`src/rtl/pipeline_hazard_ctrl_pkg.sv`:
```
// Shared types and constants for the pipeline hazard controller:
// state encoding, forwarding-select codes and default widths.
package pipeline_hazard_ctrl_pkg;

  localparam int unsigned REG_WIDTH        = 5;
  localparam int unsigned CNT_WIDTH        = 16;
  localparam int unsigned DMEM_TIMEOUT_DEF = 255;

  localparam logic [1:0] FWD_RF  = 2'b00;
  localparam logic [1:0] FWD_MEM = 2'b01;
  localparam logic [1:0] FWD_WB  = 2'b10;

  typedef enum logic [1:0] {
    ST_RUN       = 2'd0,
    ST_DMEM_WAIT = 2'd1,
    ST_MDU_WAIT  = 2'd2,
    ST_FLUSH     = 2'd3
  } hazState_e;

  typedef struct packed {
    logic ifS;
    logic idS;
    logic exS;
    logic memS;
    logic wbS;
  } stallVec_t;

  typedef struct packed {
    logic ifF;
    logic idF;
    logic exF;
    logic memF;
  } flushVec_t;

endpackage

```
`src/rtl/pipeline_hazard_ctrl_if.sv`:
```
// Datapath <-> hazard controller bundle: register indices, busy flags in,
// per-stage stall/flush, forwarding selects and status out.
interface pipeline_hazard_ctrl_if
  import pipeline_hazard_ctrl_pkg::*;
#(
  parameter int unsigned REG_W = REG_WIDTH,
  parameter int unsigned CNT_W = CNT_WIDTH
);
  logic [REG_W-1:0] ID_Rs;
  logic [REG_W-1:0] ID_Rt;
  logic             ID_NeedRsByID;
  logic             ID_NeedRtByID;
  logic             ID_NeedRsByEX;
  logic             ID_NeedRtByEX;
  logic [REG_W-1:0] EX_Rs;
  logic [REG_W-1:0] EX_Rt;
  logic [REG_W-1:0] EX_RtRd;
  logic             EX_RegWrite;
  logic             EX_MemRead;
  logic [REG_W-1:0] MEM_RtRd;
  logic             MEM_RegWrite;
  logic             MEM_MemRead;
  logic [REG_W-1:0] WB_RtRd;
  logic             WB_RegWrite;
  logic             IF_MemBusy;
  logic             MEM_MemBusy;
  logic             EX_ALUBusy;
  logic             Exc_Req;

  logic             IF_Stall;
  logic             ID_Stall;
  logic             EX_Stall;
  logic             MEM_Stall;
  logic             WB_Stall;
  logic             IF_Flush;
  logic             ID_Flush;
  logic             EX_Flush;
  logic             MEM_Flush;
  logic [1:0]       ID_FwdRs;
  logic [1:0]       ID_FwdRt;
  logic [1:0]       EX_FwdRs;
  logic [1:0]       EX_FwdRt;
  logic             PC_Redirect;
  logic             BusErr;
  logic [CNT_W-1:0] StallCount;

  // Datapath side
  modport master (
    output ID_Rs, ID_Rt, ID_NeedRsByID, ID_NeedRtByID, ID_NeedRsByEX, ID_NeedRtByEX,
    output EX_Rs, EX_Rt, EX_RtRd, EX_RegWrite, EX_MemRead,
    output MEM_RtRd, MEM_RegWrite, MEM_MemRead, WB_RtRd, WB_RegWrite,
    output IF_MemBusy, MEM_MemBusy, EX_ALUBusy, Exc_Req,
    input  IF_Stall, ID_Stall, EX_Stall, MEM_Stall, WB_Stall,
    input  IF_Flush, ID_Flush, EX_Flush, MEM_Flush,
    input  ID_FwdRs, ID_FwdRt, EX_FwdRs, EX_FwdRt,
    input  PC_Redirect, BusErr, StallCount
  );

  // Controller side
  modport slave (
    input  ID_Rs, ID_Rt, ID_NeedRsByID, ID_NeedRtByID, ID_NeedRsByEX, ID_NeedRtByEX,
    input  EX_Rs, EX_Rt, EX_RtRd, EX_RegWrite, EX_MemRead,
    input  MEM_RtRd, MEM_RegWrite, MEM_MemRead, WB_RtRd, WB_RegWrite,
    input  IF_MemBusy, MEM_MemBusy, EX_ALUBusy, Exc_Req,
    output IF_Stall, ID_Stall, EX_Stall, MEM_Stall, WB_Stall,
    output IF_Flush, ID_Flush, EX_Flush, MEM_Flush,
    output ID_FwdRs, ID_FwdRt, EX_FwdRs, EX_FwdRt,
    output PC_Redirect, BusErr, StallCount
  );

endinterface

```
`src/rtl/pipeline_hazard_ctrl_fwd_unit.sv`:
```
// Forwarding select for one source register: MEM ALU result beats WB data;
// loads in MEM are not forwardable and register 0 never matches.
module pipeline_hazard_ctrl_fwd_unit
  import pipeline_hazard_ctrl_pkg::*;
#(
  parameter int unsigned REG_W = REG_WIDTH
) (
  input  logic [REG_W-1:0] src,
  input  logic [REG_W-1:0] memRtRd,
  input  logic             memRegWrite,
  input  logic             memMemRead,
  input  logic [REG_W-1:0] wbRtRd,
  input  logic             wbRegWrite,
  output logic [1:0]       fwdSel_c
);

  always_comb begin
    fwdSel_c = FWD_RF;
    if (memRegWrite && !memMemRead && (memRtRd != '0) && (memRtRd == src)) begin
      fwdSel_c = FWD_MEM;
    end else if (wbRegWrite && (wbRtRd != '0) && (wbRtRd == src)) begin
      fwdSel_c = FWD_WB;
    end
  end

endmodule

```
`src/rtl/pipeline_hazard_ctrl.sv`:
```
// Stall/flush/forward sequencer for the 5-stage pipeline registers: hazard
// detection, multi-cycle DMEM/MDU holds, DMEM timeout and exception flush.
module pipeline_hazard_ctrl
  import pipeline_hazard_ctrl_pkg::*;
#(
  parameter int unsigned REG_W        = REG_WIDTH,
  parameter int unsigned CNT_W        = CNT_WIDTH,
  parameter int unsigned DMEM_TIMEOUT = DMEM_TIMEOUT_DEF
) (
  input  logic                      clk,
  input  logic                      rst,
  pipeline_hazard_ctrl_if.slave     hz
);

  localparam int unsigned TMO_W = $clog2(DMEM_TIMEOUT + 1);

  hazState_e        state;
  hazState_e        stateNxt;
  stallVec_t        stall;
  flushVec_t        flush;
  logic             pcRedirect;
  logic             busErrSet;
  logic             busErr;
  logic [TMO_W-1:0] tmoCtr;
  logic [TMO_W-1:0] tmoNxt;
  logic [CNT_W-1:0] stallCnt;
  logic             loadUse_c;
  logic             branchHaz_c;
  logic [1:0]       fwdIdRs_c;
  logic [1:0]       fwdIdRt_c;
  logic [1:0]       fwdExRs_c;
  logic [1:0]       fwdExRt_c;

  function automatic logic regHit(input logic [REG_W-1:0] src,
                                  input logic [REG_W-1:0] dst,
                                  input logic             en);
    return en && (dst != '0) && (src == dst);
  endfunction

  // Hazards seen by the instruction sitting in ID
  always_comb begin
    loadUse_c   = hz.EX_MemRead &&
                  ((hz.ID_NeedRsByEX && regHit(hz.ID_Rs, hz.EX_RtRd, 1'b1)) ||
                   (hz.ID_NeedRtByEX && regHit(hz.ID_Rt, hz.EX_RtRd, 1'b1)));
    branchHaz_c = (hz.ID_NeedRsByID &&
                   (regHit(hz.ID_Rs, hz.EX_RtRd, hz.EX_RegWrite) ||
                    regHit(hz.ID_Rs, hz.MEM_RtRd, hz.MEM_MemRead))) ||
                  (hz.ID_NeedRtByID &&
                   (regHit(hz.ID_Rt, hz.EX_RtRd, hz.EX_RegWrite) ||
                    regHit(hz.ID_Rt, hz.MEM_RtRd, hz.MEM_MemRead)));
  end

  pipeline_hazard_ctrl_fwd_unit #(.REG_W(REG_W)) u_fwdIdRs (
    .src(hz.ID_Rs), .memRtRd(hz.MEM_RtRd), .memRegWrite(hz.MEM_RegWrite),
    .memMemRead(hz.MEM_MemRead), .wbRtRd(hz.WB_RtRd), .wbRegWrite(hz.WB_RegWrite),
    .fwdSel_c(fwdIdRs_c)
  );

  pipeline_hazard_ctrl_fwd_unit #(.REG_W(REG_W)) u_fwdIdRt (
    .src(hz.ID_Rt), .memRtRd(hz.MEM_RtRd), .memRegWrite(hz.MEM_RegWrite),
    .memMemRead(hz.MEM_MemRead), .wbRtRd(hz.WB_RtRd), .wbRegWrite(hz.WB_RegWrite),
    .fwdSel_c(fwdIdRt_c)
  );

  pipeline_hazard_ctrl_fwd_unit #(.REG_W(REG_W)) u_fwdExRs (
    .src(hz.EX_Rs), .memRtRd(hz.MEM_RtRd), .memRegWrite(hz.MEM_RegWrite),
    .memMemRead(hz.MEM_MemRead), .wbRtRd(hz.WB_RtRd), .wbRegWrite(hz.WB_RegWrite),
    .fwdSel_c(fwdExRs_c)
  );

  pipeline_hazard_ctrl_fwd_unit #(.REG_W(REG_W)) u_fwdExRt (
    .src(hz.EX_Rt), .memRtRd(hz.MEM_RtRd), .memRegWrite(hz.MEM_RegWrite),
    .memMemRead(hz.MEM_MemRead), .wbRtRd(hz.WB_RtRd), .wbRegWrite(hz.WB_RegWrite),
    .fwdSel_c(fwdExRt_c)
  );

  always_ff @(posedge clk or negedge rst) begin
    if (!rst) begin
      state <= ST_RUN;
    end else begin
      state <= stateNxt;
    end
  end

  // Stalls follow the busy inputs in the same cycle, so a hold releases
  // the cycle the busy source drops; the state only tracks what is pending.
  always_comb begin
    stateNxt   = state;
    stall      = '0;
    flush      = '0;
    pcRedirect = 1'b0;
    busErrSet  = 1'b0;
    tmoNxt     = '0;
    case (state)
      ST_FLUSH: begin
        flush      = '1;
        pcRedirect = 1'b1;
        stateNxt   = ST_RUN;
      end
      default: begin
        if (hz.Exc_Req) begin
          stateNxt = ST_FLUSH;
        end else if (hz.MEM_MemBusy) begin
          stall = '{ifS: 1'b1, idS: 1'b1, exS: 1'b1, memS: 1'b1, wbS: 1'b0};
          if (tmoCtr == TMO_W'(DMEM_TIMEOUT - 1)) begin
            stateNxt  = ST_FLUSH;
            busErrSet = 1'b1;
          end else begin
            stateNxt = ST_DMEM_WAIT;
            tmoNxt   = tmoCtr + 1'b1;
          end
        end else if (hz.EX_ALUBusy) begin
          stall    = '{ifS: 1'b1, idS: 1'b1, exS: 1'b1, memS: 1'b0, wbS: 1'b0};
          stateNxt = ST_MDU_WAIT;
        end else begin
          stateNxt = ST_RUN;
          if (loadUse_c || branchHaz_c) begin
            stall.ifS = 1'b1;
            stall.idS = 1'b1;
          end else if (hz.IF_MemBusy) begin
            stall.ifS = 1'b1;
          end
        end
      end
    endcase
  end

  // DMEM timeout counter, sticky bus error and saturating stall counter
  always_ff @(posedge clk or negedge rst) begin
    if (!rst) begin
      tmoCtr   <= '0;
      busErr   <= 1'b0;
      stallCnt <= '0;
    end else begin
      tmoCtr <= tmoNxt;
      if (busErrSet) begin
        busErr <= 1'b1;
      end
      if ((|stall) && (stallCnt != '1)) begin
        stallCnt <= stallCnt + 1'b1;
      end
    end
  end

  // Everything is forced quiet while reset is held, independent of the clock
  assign hz.IF_Stall    = rst & stall.ifS;
  assign hz.ID_Stall    = rst & stall.idS;
  assign hz.EX_Stall    = rst & stall.exS;
  assign hz.MEM_Stall   = rst & stall.memS;
  assign hz.WB_Stall    = rst & stall.wbS;
  assign hz.IF_Flush    = rst & flush.ifF;
  assign hz.ID_Flush    = rst & flush.idF;
  assign hz.EX_Flush    = rst & flush.exF;
  assign hz.MEM_Flush   = rst & flush.memF;
  assign hz.PC_Redirect = rst & pcRedirect;
  assign hz.ID_FwdRs    = rst ? fwdIdRs_c : FWD_RF;
  assign hz.ID_FwdRt    = rst ? fwdIdRt_c : FWD_RF;
  assign hz.EX_FwdRs    = rst ? fwdExRs_c : FWD_RF;
  assign hz.EX_FwdRt    = rst ? fwdExRt_c : FWD_RF;
  assign hz.BusErr      = busErr;
  assign hz.StallCount  = stallCnt;

endmodule

```
`src/flat_wrapper.sv`:
```
// flat-port wrapper written by rule: the top's interface ports become plain ports
module pipeline_hazard_ctrl_flat import pipeline_hazard_ctrl_pkg::*;
#(
  parameter int unsigned REG_W        = REG_WIDTH,
  parameter int unsigned CNT_W        = CNT_WIDTH,
  parameter int unsigned DMEM_TIMEOUT = DMEM_TIMEOUT_DEF
)
  (clk, rst, hz_ID_Rs, hz_ID_Rt, hz_ID_NeedRsByID, hz_ID_NeedRtByID, hz_ID_NeedRsByEX, hz_ID_NeedRtByEX, hz_EX_Rs, hz_EX_Rt, hz_EX_RtRd, hz_EX_RegWrite, hz_EX_MemRead, hz_MEM_RtRd, hz_MEM_RegWrite, hz_MEM_MemRead, hz_WB_RtRd, hz_WB_RegWrite, hz_IF_MemBusy, hz_MEM_MemBusy, hz_EX_ALUBusy, hz_Exc_Req, hz_IF_Stall, hz_ID_Stall, hz_EX_Stall, hz_MEM_Stall, hz_WB_Stall, hz_IF_Flush, hz_ID_Flush, hz_EX_Flush, hz_MEM_Flush, hz_ID_FwdRs, hz_ID_FwdRt, hz_EX_FwdRs, hz_EX_FwdRt, hz_PC_Redirect, hz_BusErr, hz_StallCount);
  pipeline_hazard_ctrl_if #(.REG_W(REG_W), .CNT_W(CNT_W)) hz_i ();
  input  logic clk;
  input  logic rst;
  input wire logic [$bits(hz_i.ID_Rs)-1:0] hz_ID_Rs;
  input wire logic [$bits(hz_i.ID_Rt)-1:0] hz_ID_Rt;
  input wire logic [$bits(hz_i.ID_NeedRsByID)-1:0] hz_ID_NeedRsByID;
  input wire logic [$bits(hz_i.ID_NeedRtByID)-1:0] hz_ID_NeedRtByID;
  input wire logic [$bits(hz_i.ID_NeedRsByEX)-1:0] hz_ID_NeedRsByEX;
  input wire logic [$bits(hz_i.ID_NeedRtByEX)-1:0] hz_ID_NeedRtByEX;
  input wire logic [$bits(hz_i.EX_Rs)-1:0] hz_EX_Rs;
  input wire logic [$bits(hz_i.EX_Rt)-1:0] hz_EX_Rt;
  input wire logic [$bits(hz_i.EX_RtRd)-1:0] hz_EX_RtRd;
  input wire logic [$bits(hz_i.EX_RegWrite)-1:0] hz_EX_RegWrite;
  input wire logic [$bits(hz_i.EX_MemRead)-1:0] hz_EX_MemRead;
  input wire logic [$bits(hz_i.MEM_RtRd)-1:0] hz_MEM_RtRd;
  input wire logic [$bits(hz_i.MEM_RegWrite)-1:0] hz_MEM_RegWrite;
  input wire logic [$bits(hz_i.MEM_MemRead)-1:0] hz_MEM_MemRead;
  input wire logic [$bits(hz_i.WB_RtRd)-1:0] hz_WB_RtRd;
  input wire logic [$bits(hz_i.WB_RegWrite)-1:0] hz_WB_RegWrite;
  input wire logic [$bits(hz_i.IF_MemBusy)-1:0] hz_IF_MemBusy;
  input wire logic [$bits(hz_i.MEM_MemBusy)-1:0] hz_MEM_MemBusy;
  input wire logic [$bits(hz_i.EX_ALUBusy)-1:0] hz_EX_ALUBusy;
  input wire logic [$bits(hz_i.Exc_Req)-1:0] hz_Exc_Req;
  output wire logic [$bits(hz_i.IF_Stall)-1:0] hz_IF_Stall;
  output wire logic [$bits(hz_i.ID_Stall)-1:0] hz_ID_Stall;
  output wire logic [$bits(hz_i.EX_Stall)-1:0] hz_EX_Stall;
  output wire logic [$bits(hz_i.MEM_Stall)-1:0] hz_MEM_Stall;
  output wire logic [$bits(hz_i.WB_Stall)-1:0] hz_WB_Stall;
  output wire logic [$bits(hz_i.IF_Flush)-1:0] hz_IF_Flush;
  output wire logic [$bits(hz_i.ID_Flush)-1:0] hz_ID_Flush;
  output wire logic [$bits(hz_i.EX_Flush)-1:0] hz_EX_Flush;
  output wire logic [$bits(hz_i.MEM_Flush)-1:0] hz_MEM_Flush;
  output wire logic [$bits(hz_i.ID_FwdRs)-1:0] hz_ID_FwdRs;
  output wire logic [$bits(hz_i.ID_FwdRt)-1:0] hz_ID_FwdRt;
  output wire logic [$bits(hz_i.EX_FwdRs)-1:0] hz_EX_FwdRs;
  output wire logic [$bits(hz_i.EX_FwdRt)-1:0] hz_EX_FwdRt;
  output wire logic [$bits(hz_i.PC_Redirect)-1:0] hz_PC_Redirect;
  output wire logic [$bits(hz_i.BusErr)-1:0] hz_BusErr;
  output wire logic [$bits(hz_i.StallCount)-1:0] hz_StallCount;
  assign hz_i.ID_Rs = hz_ID_Rs;
  assign hz_i.ID_Rt = hz_ID_Rt;
  assign hz_i.ID_NeedRsByID = hz_ID_NeedRsByID;
  assign hz_i.ID_NeedRtByID = hz_ID_NeedRtByID;
  assign hz_i.ID_NeedRsByEX = hz_ID_NeedRsByEX;
  assign hz_i.ID_NeedRtByEX = hz_ID_NeedRtByEX;
  assign hz_i.EX_Rs = hz_EX_Rs;
  assign hz_i.EX_Rt = hz_EX_Rt;
  assign hz_i.EX_RtRd = hz_EX_RtRd;
  assign hz_i.EX_RegWrite = hz_EX_RegWrite;
  assign hz_i.EX_MemRead = hz_EX_MemRead;
  assign hz_i.MEM_RtRd = hz_MEM_RtRd;
  assign hz_i.MEM_RegWrite = hz_MEM_RegWrite;
  assign hz_i.MEM_MemRead = hz_MEM_MemRead;
  assign hz_i.WB_RtRd = hz_WB_RtRd;
  assign hz_i.WB_RegWrite = hz_WB_RegWrite;
  assign hz_i.IF_MemBusy = hz_IF_MemBusy;
  assign hz_i.MEM_MemBusy = hz_MEM_MemBusy;
  assign hz_i.EX_ALUBusy = hz_EX_ALUBusy;
  assign hz_i.Exc_Req = hz_Exc_Req;
  assign hz_IF_Stall = hz_i.IF_Stall;
  assign hz_ID_Stall = hz_i.ID_Stall;
  assign hz_EX_Stall = hz_i.EX_Stall;
  assign hz_MEM_Stall = hz_i.MEM_Stall;
  assign hz_WB_Stall = hz_i.WB_Stall;
  assign hz_IF_Flush = hz_i.IF_Flush;
  assign hz_ID_Flush = hz_i.ID_Flush;
  assign hz_EX_Flush = hz_i.EX_Flush;
  assign hz_MEM_Flush = hz_i.MEM_Flush;
  assign hz_ID_FwdRs = hz_i.ID_FwdRs;
  assign hz_ID_FwdRt = hz_i.ID_FwdRt;
  assign hz_EX_FwdRs = hz_i.EX_FwdRs;
  assign hz_EX_FwdRt = hz_i.EX_FwdRt;
  assign hz_PC_Redirect = hz_i.PC_Redirect;
  assign hz_BusErr = hz_i.BusErr;
  assign hz_StallCount = hz_i.StallCount;
  pipeline_hazard_ctrl #(.REG_W(REG_W), .CNT_W(CNT_W), .DMEM_TIMEOUT(DMEM_TIMEOUT)) u_core (.clk(clk), .rst(rst), .hz(hz_i));
endmodule
```
`config.mk`:
```
export PLATFORM = sky130hd
export DESIGN_NAME = pipeline_hazard_ctrl_flat
export DESIGN_NICKNAME = d
export VERILOG_FILES = /design/src/rtl/pipeline_hazard_ctrl_pkg.sv /design/src/rtl/pipeline_hazard_ctrl_if.sv /design/src/rtl/pipeline_hazard_ctrl_fwd_unit.sv /design/src/rtl/pipeline_hazard_ctrl.sv /design/src/flat_wrapper.sv
export SDC_FILE = /design/constraint.sdc
export NUM_CORES = 1
export LEC_CHECK = 0
export BUFFER_PORTS_ARGS = -buffer_cell sky130_fd_sc_hd__buf_2
export CORE_UTILIZATION = 45
export CTS_CLUSTER_DIAMETER = 200
export DETAILED_ROUTE_END_ITERATION = 12
export GPL_ROUTABILITY_DRIVEN = 0
export PLACE_DENSITY_LB_ADDON = 0.1
export SYNTH_ARGS = -nofsm -noshare
export SYNTH_HDL_FRONTEND = slang
export SYNTH_SLANG_ARGS = --single-unit
```
`constraint.sdc`:
```
create_clock -name clk -period 2.4 [get_ports clk]
set_clock_uncertainty 0.15 [all_clocks]
set_input_delay 0.36 -clock clk [delete_from_list [all_inputs] [get_ports clk]]
set_output_delay 0.36 -clock clk [all_outputs]
set_load 0.005 [all_outputs]
```
; ---- Yosys cells after proc, flatten, opt, wreduce, memory -nomap -nowiden
; Index checks and enable logic that the tools add are counted.
[totals]
reg_bits = 27
latchBits = 0
mem_bits_rw = 0
mem_bits_ro = 0
inputBits = 50
word_cells = 101
n_memories = 0
[classes]
add_sub_neg = 2
multipliers = 0
n_div = 0
n_lt_le_gt_ge = 0
eq_ne = 15
n_shift = 0
mux = 35
bitwise_logic = 10
reduce_logical = 35
[ops]
columns = operator, count
row1 = $eq A5 B5 Y1, 12
row2 = $mux W2, 18
row3 = $mux W8, 4
row4 = $logic_and A1 B1 Y1, 25
row5 = $add A16 B1 Y16 const B, 1
row6 = $ne A16 B16 Y1 const B, 1
row7 = $mux W5, 3
row8 = $reduce_bool A5 Y1, 3
row9 = $and A1 B1 Y1, 10
row10 = $add A8 B1 Y8 const B, 1
row11 = $eq A8 B8 Y1 const B, 1
row12 = $mux W1, 8
row13 = $logic_or A1 B1 Y1, 5
row14 = $reduce_or A5 Y1, 1
row15 = $mux W4, 1
row16 = $mux W3, 1
row17 = $eq A2 B2 Y1 const B, 1
row18 = $logic_not A1 Y1, 1

; ---- Logic depth before layout (Yosys ltp)
; Gate-level depths: netlist of the first run.
[logic_depth]
word_depth = 14
ltp_mapped = 9

; ---- Cells and area by module
; From an unflattened synthesis of the first run, not the netlist that was laid out.
[unflattened]
cells_unflattened = 270
hier_area_um2 = 2428.6
[by_module_without_submodules]
columns = module, instances, cells_each, area_each_um2, seq_area_each_um2
row1 = pipeline_hazard_ctrl, 1, 186, 1783.0, 675.6
row2 = pipeline_hazard_ctrl_fwd_unit, 4, 21, 161.4, 0.0

; ---- Worst setup path before layout of the first run
; OpenSTA, ideal clock, no wires.
[synth_timing]
path_kind = input port to output port
startpoint = in hz_WB_RtRd[2]
endpoint = out hz_EX_FwdRs[1]
arrival_time_ps = 1576
required_time_ps = 1890
setup_slack_ps = 314
path_stages = 5
path_cell_list = clkbuf_1 > or4_1 > o211ai_1 > or4_1 > nor4_1
[synth_via]
elab_chain_len = 6
[synth_lines]
columns = element, line_no
row1 = "start, declared", flat_wrapper.sv:26  ; input wire logic [$bits(hz_i.WB_RtRd)-1:0] hz_WB_RtRd;
row2 = $reduce_bool A5 Y1, pipeline_hazard_ctrl_fwd_unit.sv:21  ; end else if (wbRegWrite && (wbRtRd != '0) && (wbRtRd == src)) begin
row3 = $logic_and A1 B1 Y1, pipeline_hazard_ctrl_fwd_unit.sv:21
row4 = $logic_and A1 B1 Y1 (*), pipeline_hazard_ctrl_fwd_unit.sv:21
row5 = $mux W2 (*), pipeline_hazard_ctrl_fwd_unit.sv:21
row6 = $mux W2 (*), pipeline_hazard_ctrl_fwd_unit.sv:19  ; if (memRegWrite && !memMemRead && (memRtRd != '0) && (memRtRd == src)) begin
row7 = $mux W2 (*), pipeline_hazard_ctrl.sv:158  ; assign hz.EX_FwdRs = rst ? fwdExRs_c : FWD_RF;
row8 = "end, declared", flat_wrapper.sv:43  ; output wire logic [$bits(hz_i.EX_FwdRs)-1:0] hz_EX_FwdRs;
; Mark *: on every way between the ends. The rest lies on a longest branch, timed or not.

; ---- Worst setup path in the final report of the first run
[layout_timing]
startpoint = in hz_EX_RtRd[1]
endpoint = out hz_ID_Stall
[layout_via]
elab_chain_len = 13
[layout_lines]
columns = element, line_no
row1 = "start, declared", flat_wrapper.sv:20  ; input wire logic [$bits(hz_i.EX_RtRd)-1:0] hz_EX_RtRd;
row2 = $reduce_bool A5 Y1, pipeline_hazard_ctrl.sv:37  ; return en && (dst != '0) && (src == dst);
row3 = $logic_and A1 B1 Y1 (2 in series), pipeline_hazard_ctrl.sv:37
row4 = $logic_or A1 B1 Y1 (on tied branches), "pipeline_hazard_ctrl.sv:46, pipeline_hazard_ctrl.sv:49"
row5 = $logic_and A1 B1 Y1 (on tied branches), "pipeline_hazard_ctrl.sv:45, pipeline_hazard_ctrl.sv:48"
row6 = $logic_or A1 B1 Y1, pipeline_hazard_ctrl.sv:47  ; regHit(hz.ID_Rs, hz.MEM_RtRd, hz.MEM_MemRead))) ||
row7 = $logic_or A1 B1 Y1 (*), pipeline_hazard_ctrl.sv:117  ; if (loadUse_c || branchHaz_c) begin
row8 = $mux W1 (*), pipeline_hazard_ctrl.sv:117
row9 = $mux W2 (*), pipeline_hazard_ctrl.sv:112  ; end else if (hz.EX_ALUBusy) begin
row10 = $mux W5 (*), pipeline_hazard_ctrl.sv:103  ; end else if (hz.MEM_MemBusy) begin
row11 = $mux W5 (*), pipeline_hazard_ctrl.sv:101  ; if (hz.Exc_Req) begin
row12 = $mux W5 (*), pipeline_hazard_ctrl.sv:94  ; case (state)
row13 = $and A1 B1 Y1 (*), pipeline_hazard_ctrl.sv:147  ; assign hz.ID_Stall = rst & stall.idS;
row14 = "end, declared", flat_wrapper.sv:33  ; output wire logic [$bits(hz_i.ID_Stall)-1:0] hz_ID_Stall;
; Marked as above.

==> results of run 1 <==
==> through the flow <==
stage | util [%] | worst slack (ns) | hold slack, ns | power (uW)
finish | 59.6 | 0.124 | 0.231 | 1230
global route | 59.6 | 0.00183 | 0.226 | 1300
CTS | 59.4 | 0.0410 | 0.222 | 1240
detailed placement | 58.1 | 0.0918 | 0.295 | 978
global placement | 58.1 | 0.0874 | 0.302 | 976
floorplan | - | 0.314 | -0.0856 | 808
==> cell type report <==
cell class	count	area [sq um]	area share (%)
Clock inverter	1	7.51	0.285
Inverter	3	11.3	0.428
Tap cell	52	65.1	2.47
Timing Repair Buffer	96	519	19.7
Clock buffer	3	41.3	1.57
Multi-Input combinational cell	181	1310	49.9
Sequential cell	27	676	25.7
==> registers in the layout (all words and copies together), names as in the netlist <==
| register | count |
|---|---|
| u_core.state | 2 |
| u_core.tmoCtr | 8 |
| u_core.hz.StallCount | 16 |
| u_core.hz.BusErr | 1 |
==> worst min path at each step <==
stage / cells past startpoint / slack (ns) / to / start
2_1_floorplan: 0 / -0.09 / u_core.hz.BusErr / rst
3_3_place_gp: 2 / 0.30 / u_core.tmoCtr[4] / rst
3_5_place_dp: 2 / 0.30 / u_core.tmoCtr[0] / rst
4_1_cts: 3 / 0.22 / u_core.hz.BusErr / hz_MEM_MemBusy
5_1_grt: 3 / 0.23 / u_core.hz.BusErr / hz_MEM_MemBusy
6_report: 3 / 0.23 / u_core.state[0] / hz_Exc_Req
==> power groups by stage <==
stage | clock, uW | sequential, uW | combinational (uW)
finish | 260 | 567 | 401
global route | 284 | 577 | 442
CTS | 271 | 569 | 402
detailed placement | 0 | 578 | 399
global placement | 0 | 579 | 398
floorplan | 0 | 575 | 233
==> worst max-delay path: stages <==
cell,delay (ns)
buf_2,0.12
or4_4,0.53
nor2_2,0.11
nor4_1,0.09
a211oi_4,0.31
a21oi_1,0.11
buf_2,0.14
==> kinds of logic (layout without fill, tap and decap cells) <==
| family | Yosys count | after routing | share of synthesized area [%] |
|---|---|---|---|
| fa+ha+maj | 3 | 3 | 1.79 |
| flops | 27 | 27 | 32.3 |
| xor+xnor | 70 | 70 | 29.3 |
| buf+inv | 19 | 103 | 5.38 |
| mux | 2 | 2 | 1.02 |
| simple gates | 88 | 88 | 24.3 |
| compound gates | 17 | 17 | 5.80 |
| other cells | 1 | 1 | 0.179 |
==> routing by layer <==
metal	up-vias	share of wire [%]
li1	949	-
met1	887	47
met2	64	46
met3	6	5.5
met4	0	1.4
met5	-	0
==> layout by cell type, fill, tap and decap left out, drive strengths merged <==
cell type,netlist,final
a211oi,1,1
a21oi,10,10
a22o,1,1
a22oi,1,1
a41oi,1,1
and2,5,5
and3,11,11
and3b,1,1
buf,13,95
clkbuf,3,3
clkinvlp,0,1
conb,1,1
dfrtp,27,27
dlygate4sd3,0,1
ha,3,3
inv,3,3
mux2,1,1
mux2i,1,1
nand2,7,7
nand2b,1,1
nand3,18,18
nand3b,1,1
nand4,12,12
nand4b,1,1
nor2,16,16
nor3,5,5
nor4,6,6
o211ai,1,1
o21bai,1,1
o31ai,1,1
or4,4,4
xnor2,38,38
xor2,32,32
==> repair_timing <==
| item | 4_1_cts | 5_1_grt |
|---|---|---|
| resized for setup | 0 | 2 |
| hold buffers | 1 | 0 |
| setup endpoints to repair | 0 | 9 |
| endpoints found under the hold margin | 16 | 0 |
| buffers inserted | 0 | 0 |
==> reports/results.txt, run 1 <==
Seq/Total Area, Yosys -> 32.3%
IO Count -> 85
CP max FO -> 5
Met2 Use GR -> 32.4%
Non-Filler Instances -> 363
Crit path DAT -> 1.77 ns
Initial DRC Count -> 60
FILL cells -> 414
RR Endpoint -> u_core.hz.StallCount[11]
CTS clk-pin slew, worst paths -> 0.09 ns
First-pass GRT wire length -> 8250 um
Synth top area cells -> dfrtp_1, xnor2_1, xor2_1
Static leakage -> 0.00128 uW
Worst hold path class -> in -> reg
GRT met3 Usage -> 2.16%
Hold Fails Final Rpt -> 0
Htree depth -> 1
Root Buffer -> clkbuf_8
Grt total ovfl -> 0
Clock Tree Buf Depth -> 2
Synth-to-Final Area Change -> 25.7%
Routed Wire Length -> 4860 um
Antenna Violating Nets Remaining -> 0
Vias in the first global route -> 1759
Pre-antenna DRT Iters -> 4
Synth area leader -> dfrtp_1
Max-cap viol count -> 0
Fin nets -> 365
Combinational share of power -> 32.6%
# port buffers -> 83
Internal Power -> 831 uW
Placed Area -> 2560 sq um
PwrDens -> 467 nW/um^2
Critical Path Sink -> hz_ID_Stall
Share of layout cells above drive strength 1 -> 35.4%
Asr flop ratio synth -> 100%
Synth Register Bits -> 27
GR Util met1 -> 29.6%
Post-synth EDFFs -> 0
Slew headroom -> 61.9%
Wire length per cell -> 13.4 um
CTS tree -> yes
Unrepaired setup endpoints after global routing -> no
Clock network fraction of design power -> 21.2%
Critical path type -> in -> out
Sink Count -> 27
Post-synth top area share -> 32.3%
Clock Latency Late Sink -> 0.27 ns
Mapped Area -> 2090 sq um
Cell area after layout -> 2630 sq um
YS warnings -> 0
Via count -> 1906
Die width -> 70.2 um
Crit. End Element -> output pin
Setup crit start -> hz_EX_RtRd[1]
Initial antenna violation count -> 0
Fin. max-slew vios -> 0
Post-synth top flop -> dfrtp_1
R2r worst-path depth -> 8
Mapped Nets -> 280
Worst-margin pin slew -> 0.572 ns
Slack of the worst reg-to-reg path -> 0.37 ns
Most common library cells after synthesis -> xnor2_1, xor2_1, dfrtp_1, nand3_1, nor2_1
Peak VDD IR -> 0.000276 V
Synth cell types -> 41
Sw frac -> 32.4%
Largest net degree at the start of global routing -> 35
TNS Setup -> 0 ns
Outcome -> finished, final reports clean
Via density -> 5.25
Final Cycle Share -> 94.8%
Fmax -> 439 MHz
Core box area -> 4410 sq um
RR Startpoint -> u_core.hz.StallCount[9]
Gate Count Post-Synth -> 227
Busiest grt layer -> met2
Floorplan row count -> 24
Die ar. -> 4930 sq um
Hpwl dp -> 3990 um
Cell with the most instances after synthesis -> xnor2_1
Net Sw Power -> 397 uW
Residual DRC -> 0
Mapped Avg Cell Area -> 9.23 sq um
CTS Buf Count -> 3
Setup-failing EPs final -> 0
Crit path required time -> 1.89 ns
Reg power frac -> 46.2%
Starting Density -> 47.4%
Placed cells -> 358
Total track usage -> 20.6%
CP startpoint kind -> primary input
ANT cells -> 0
Die height -> 70.2 um
Min cycle time layout -> 2.28 ns
(Power assumes the default switching activity.)
==> inputs of run 2 (changes only) <==
Settings changed: SYNTH_HIERARCHICAL set to 1.
==> reports/results.txt, run 2 <==
Post-synth EDFFs -> 0 (unchanged)
Max incr delay on CP -> 0.53 ns (about the same)
CTS Buf Count -> 3 (unchanged)
Min cycle time layout -> 2.40 ns (+0.121 ns)
Root Buffer -> clkbuf_8
Share of layout cells above drive strength 1 -> 34.0% (-1.4 points)
RR Startpoint -> u_core/hz.StallCount[1]
Htree depth -> 1 (unchanged)
Pre-antenna DRT Iters -> 4 (unchanged)
Sink Count -> 27 (unchanged)
Via count -> 2245 (+18%)
FILL cells -> 502 (+21%)
Synth Area in Simple Gates -> 34.0% (+9.7 points)
Setup-failing EPs final -> 0 (unchanged)
Final design utilization -> 59.3% (-0.39 points)
Most common cell after layout, fill and taps aside -> buf_2
R2r worst-path depth -> 7 (-1)
Fin nets -> 419 (+15%)
Starting Density -> 47.2% (-0.20 points)
Placed Area -> 2980 sq um (+16%)
Floorplan row count -> 26 (+8.3%)
Seq/Total Area, Yosys -> 27.8% (-4.4 points)
Total track usage -> 22.3% (+1.8 points)
YS warnings -> 6 (+6)
Gate Count Post-Synth -> 270 (+19%)
Most frequent CP cell -> buf_2
Mapped Area -> 2430 sq um (+16%)
Post-synthesis xor/xnor area fraction -> 25.2% (-4.0 points)
Initial DRC Count -> 71 (+18%)
Die width -> 75.5 um (+7.5%)
First-pass GRT wire length -> 9760 um (+18%)
CTS clk-pin slew, worst paths -> 0.08 ns (about the same)
CTS tree -> yes
Final Cycle Share -> 99.9% (+5.0 points)
Hpwl dp -> 4720 um (+18%)
Most common library cells after synthesis -> xnor2_1, dfrtp_1, nor2_1, xor2_1, nand3_1
Critical path type -> in -> out
Setup crit start -> hz_EX_RtRd[0]
Fmax -> 417 MHz (-5.0%)
CP startpoint kind -> primary input
CP delay by family, top -> simple AND/OR/NAND/NOR gates
Clock Tree Buf Depth -> 2 (unchanged)
Most frequent cells in the layout -> buf_2, xnor2_1, dfrtp_1
Largest net degree at the start of global routing -> 20 (-43%)
Post-synthesis mux area share -> 1.39% (+0.38 points)
Wire length per cell -> 14.0 um (+4.5%)
Die ar. -> 5690 sq um (+15%)
Grt total ovfl -> 0 (unchanged)
Die height -> 75.5 um (+7.5%)
Largest family of logic cells by synthesized area -> simple AND/OR/NAND/NOR gates
Synth Register Bits -> 27 (unchanged)
Asr flop ratio synth -> 100% (unchanged)
Vias in the first global route -> 2078 (+18%)
Worst hold path class -> in -> reg
Crit path DAT -> 1.89 ns (+0.12 ns)
Synth area leader -> dfrtp_1
Synth top area cells -> dfrtp_1, xnor2_1, xor2_1
Adder-cell share of the synthesized area -> 1.55% (-0.25 points)
Synth cell types -> 38 (-7.3%)
Crit. End Element -> output pin
Max FFs per register -> 16 (unchanged)
Core box area -> 5140 sq um (+16%)
ANT cells -> 0 (unchanged)
Clock Latency Late Sink -> 0.27 ns (about the same)
Unrepaired setup endpoints after global routing -> yes
Max-cap viol count -> 0 (unchanged)
Post-synthesis compound-gate area fraction -> 5.77% (-0.024 points)
Cell area after layout -> 3050 sq um (+16%)
IO Count -> 85 (unchanged)
Cell Chain, Critical Path -> buf_2, or4_4, a21oi_2, nor4_1, nor4_4, nand3b_4, nor2b_1, buf_2
Residual DRC -> 0 (unchanged)
Via density -> 5.16 (-1.7%)
Fin. max-slew vios -> 0 (unchanged)
Antenna Violating Nets Remaining -> 0 (unchanged)
Slowest CP cell -> or4_4
PwrDens -> 424 nW/um^2 (-9.1%)
Outcome -> finished, final reports clean
RR Endpoint -> u_core/hz.StallCount[15]
Final Power -> 1290 uW (+5.1%)
Crit path required time -> 1.89 ns (about the same)
Cell with the most instances after synthesis -> xnor2_1
Mapped Nets -> 323 (+15%)
Mapped Avg Cell Area -> 8.99 sq um (-2.5%)
Critical Path Sink -> hz_IF_Stall
CP Depth -> 8 (+1)
Slack of the worst reg-to-reg path -> 0.21 ns (-0.16 ns)
CP max FO -> 2 (-3)
Minimum hold slack -> 0.234 ns (+0.00359 ns)
Hold Fails Final Rpt -> 0 (unchanged)
Initial antenna violation count -> 0 (unchanged)
Routed Wire Length -> 6090 um (+25%)
Synth-to-Final Area Change -> 25.4%
Post-synth top flop -> dfrtp_1
Peak VDD IR -> 0.000574 V (+110%)
Buffers & Inverters on Critical Path -> 2 (unchanged)
Post-synth top area share -> 27.8% (-4.4 points)
# port buffers -> 83 (unchanged)
Static leakage -> 0.00137 uW (+7.1%)
run 2: repair_timing:
| item | CTS | global route |
|---|---|---|
| setup buffers | 1 | 0 |
| hold buffers | 1 | 0 |
| endpoints found under the setup margin | 1 | 1 |
| resized for setup | 0 | 0 |
| hold endpoints to repair | 7 | 0 |
| gates cloned | 0 | 0 |
run 2: layout make-up:
class / count / area [sq um] / area share, %
clock buffers: 4 / 45.0 / 1.48
inverters: 10 / 37.5 / 1.23
multi-input cells: 224 / 1650 / 54.3
flip-flops and latches: 27 / 676 / 22.2
well taps: 70 / 87.6 / 2.88
repair buffers: 100 / 546 / 17.9
run 2: worst min path at each step:
stage,start,cells past startpoint,end
6_report,hz_Exc_Req,3,u_core/state[1]
5_1_grt,hz_Exc_Req,3,u_core/state[1]
4_1_cts,hz_Exc_Req,3,u_core/state[1]
3_5_place_dp,rst,1,u_core/hz.StallCount[13]
3_3_place_gp,rst,1,u_core/hz.StallCount[11]
2_1_floorplan,rst,0,u_core/hz.BusErr
run 2: logic make-up (layout without fill, tap and decap cells):
logic type               count (synthesis)  after routing
other                                    1              1
AO/OA/AOI/OAI                           23             23
multiplexers                             3              3
AND/OR/NAND/NOR                        124            124
buffers and inverters                   19            114
adder cells (fa/ha/maj)                  3              3
XOR/XNOR                                70             70
flip-flops                              27             27
run 2: power by group:
group          switching [uW]  internal (uW)  total, uW
clock network             129            119        248
logic                     238            232        471
registers                63.3            509        573
run 2: layer usage:
| metal | track usage [%] | up-vias | share of wire, % |
|---|---|---|---|
| met5 | 0 | - | 0 |
| met1 | 29.4 | 1048 | 46 |
| met3 | 1.72 | 2 | 4.4 |
| li1 | - | 1134 | - |
| met4 | 4.53 | 0 | 0.51 |
| met2 | 40.3 | 61 | 49 |
run 2: worst reg2reg max path: stages (launching register included):
cell and delay (ns):
dfrtp_1 0.44, ha_1 0.22, and3_1 0.18, nand3_1 0.14, or3_1 0.30, nor3b_1 0.40, nand3_2 0.12, xnor2_1 0.14
run 2: metrics by stage:
stage               instances  setup TNS [ns]  setup WS (ns)
finish                    435               0        0.00349
global route              435         -0.0920        -0.0920
CTS                       435         -0.0120        -0.0120
detailed placement        429          -0.109        -0.0822
global placement          429         -0.0713        -0.0713
floorplan                 270               0         0.0891
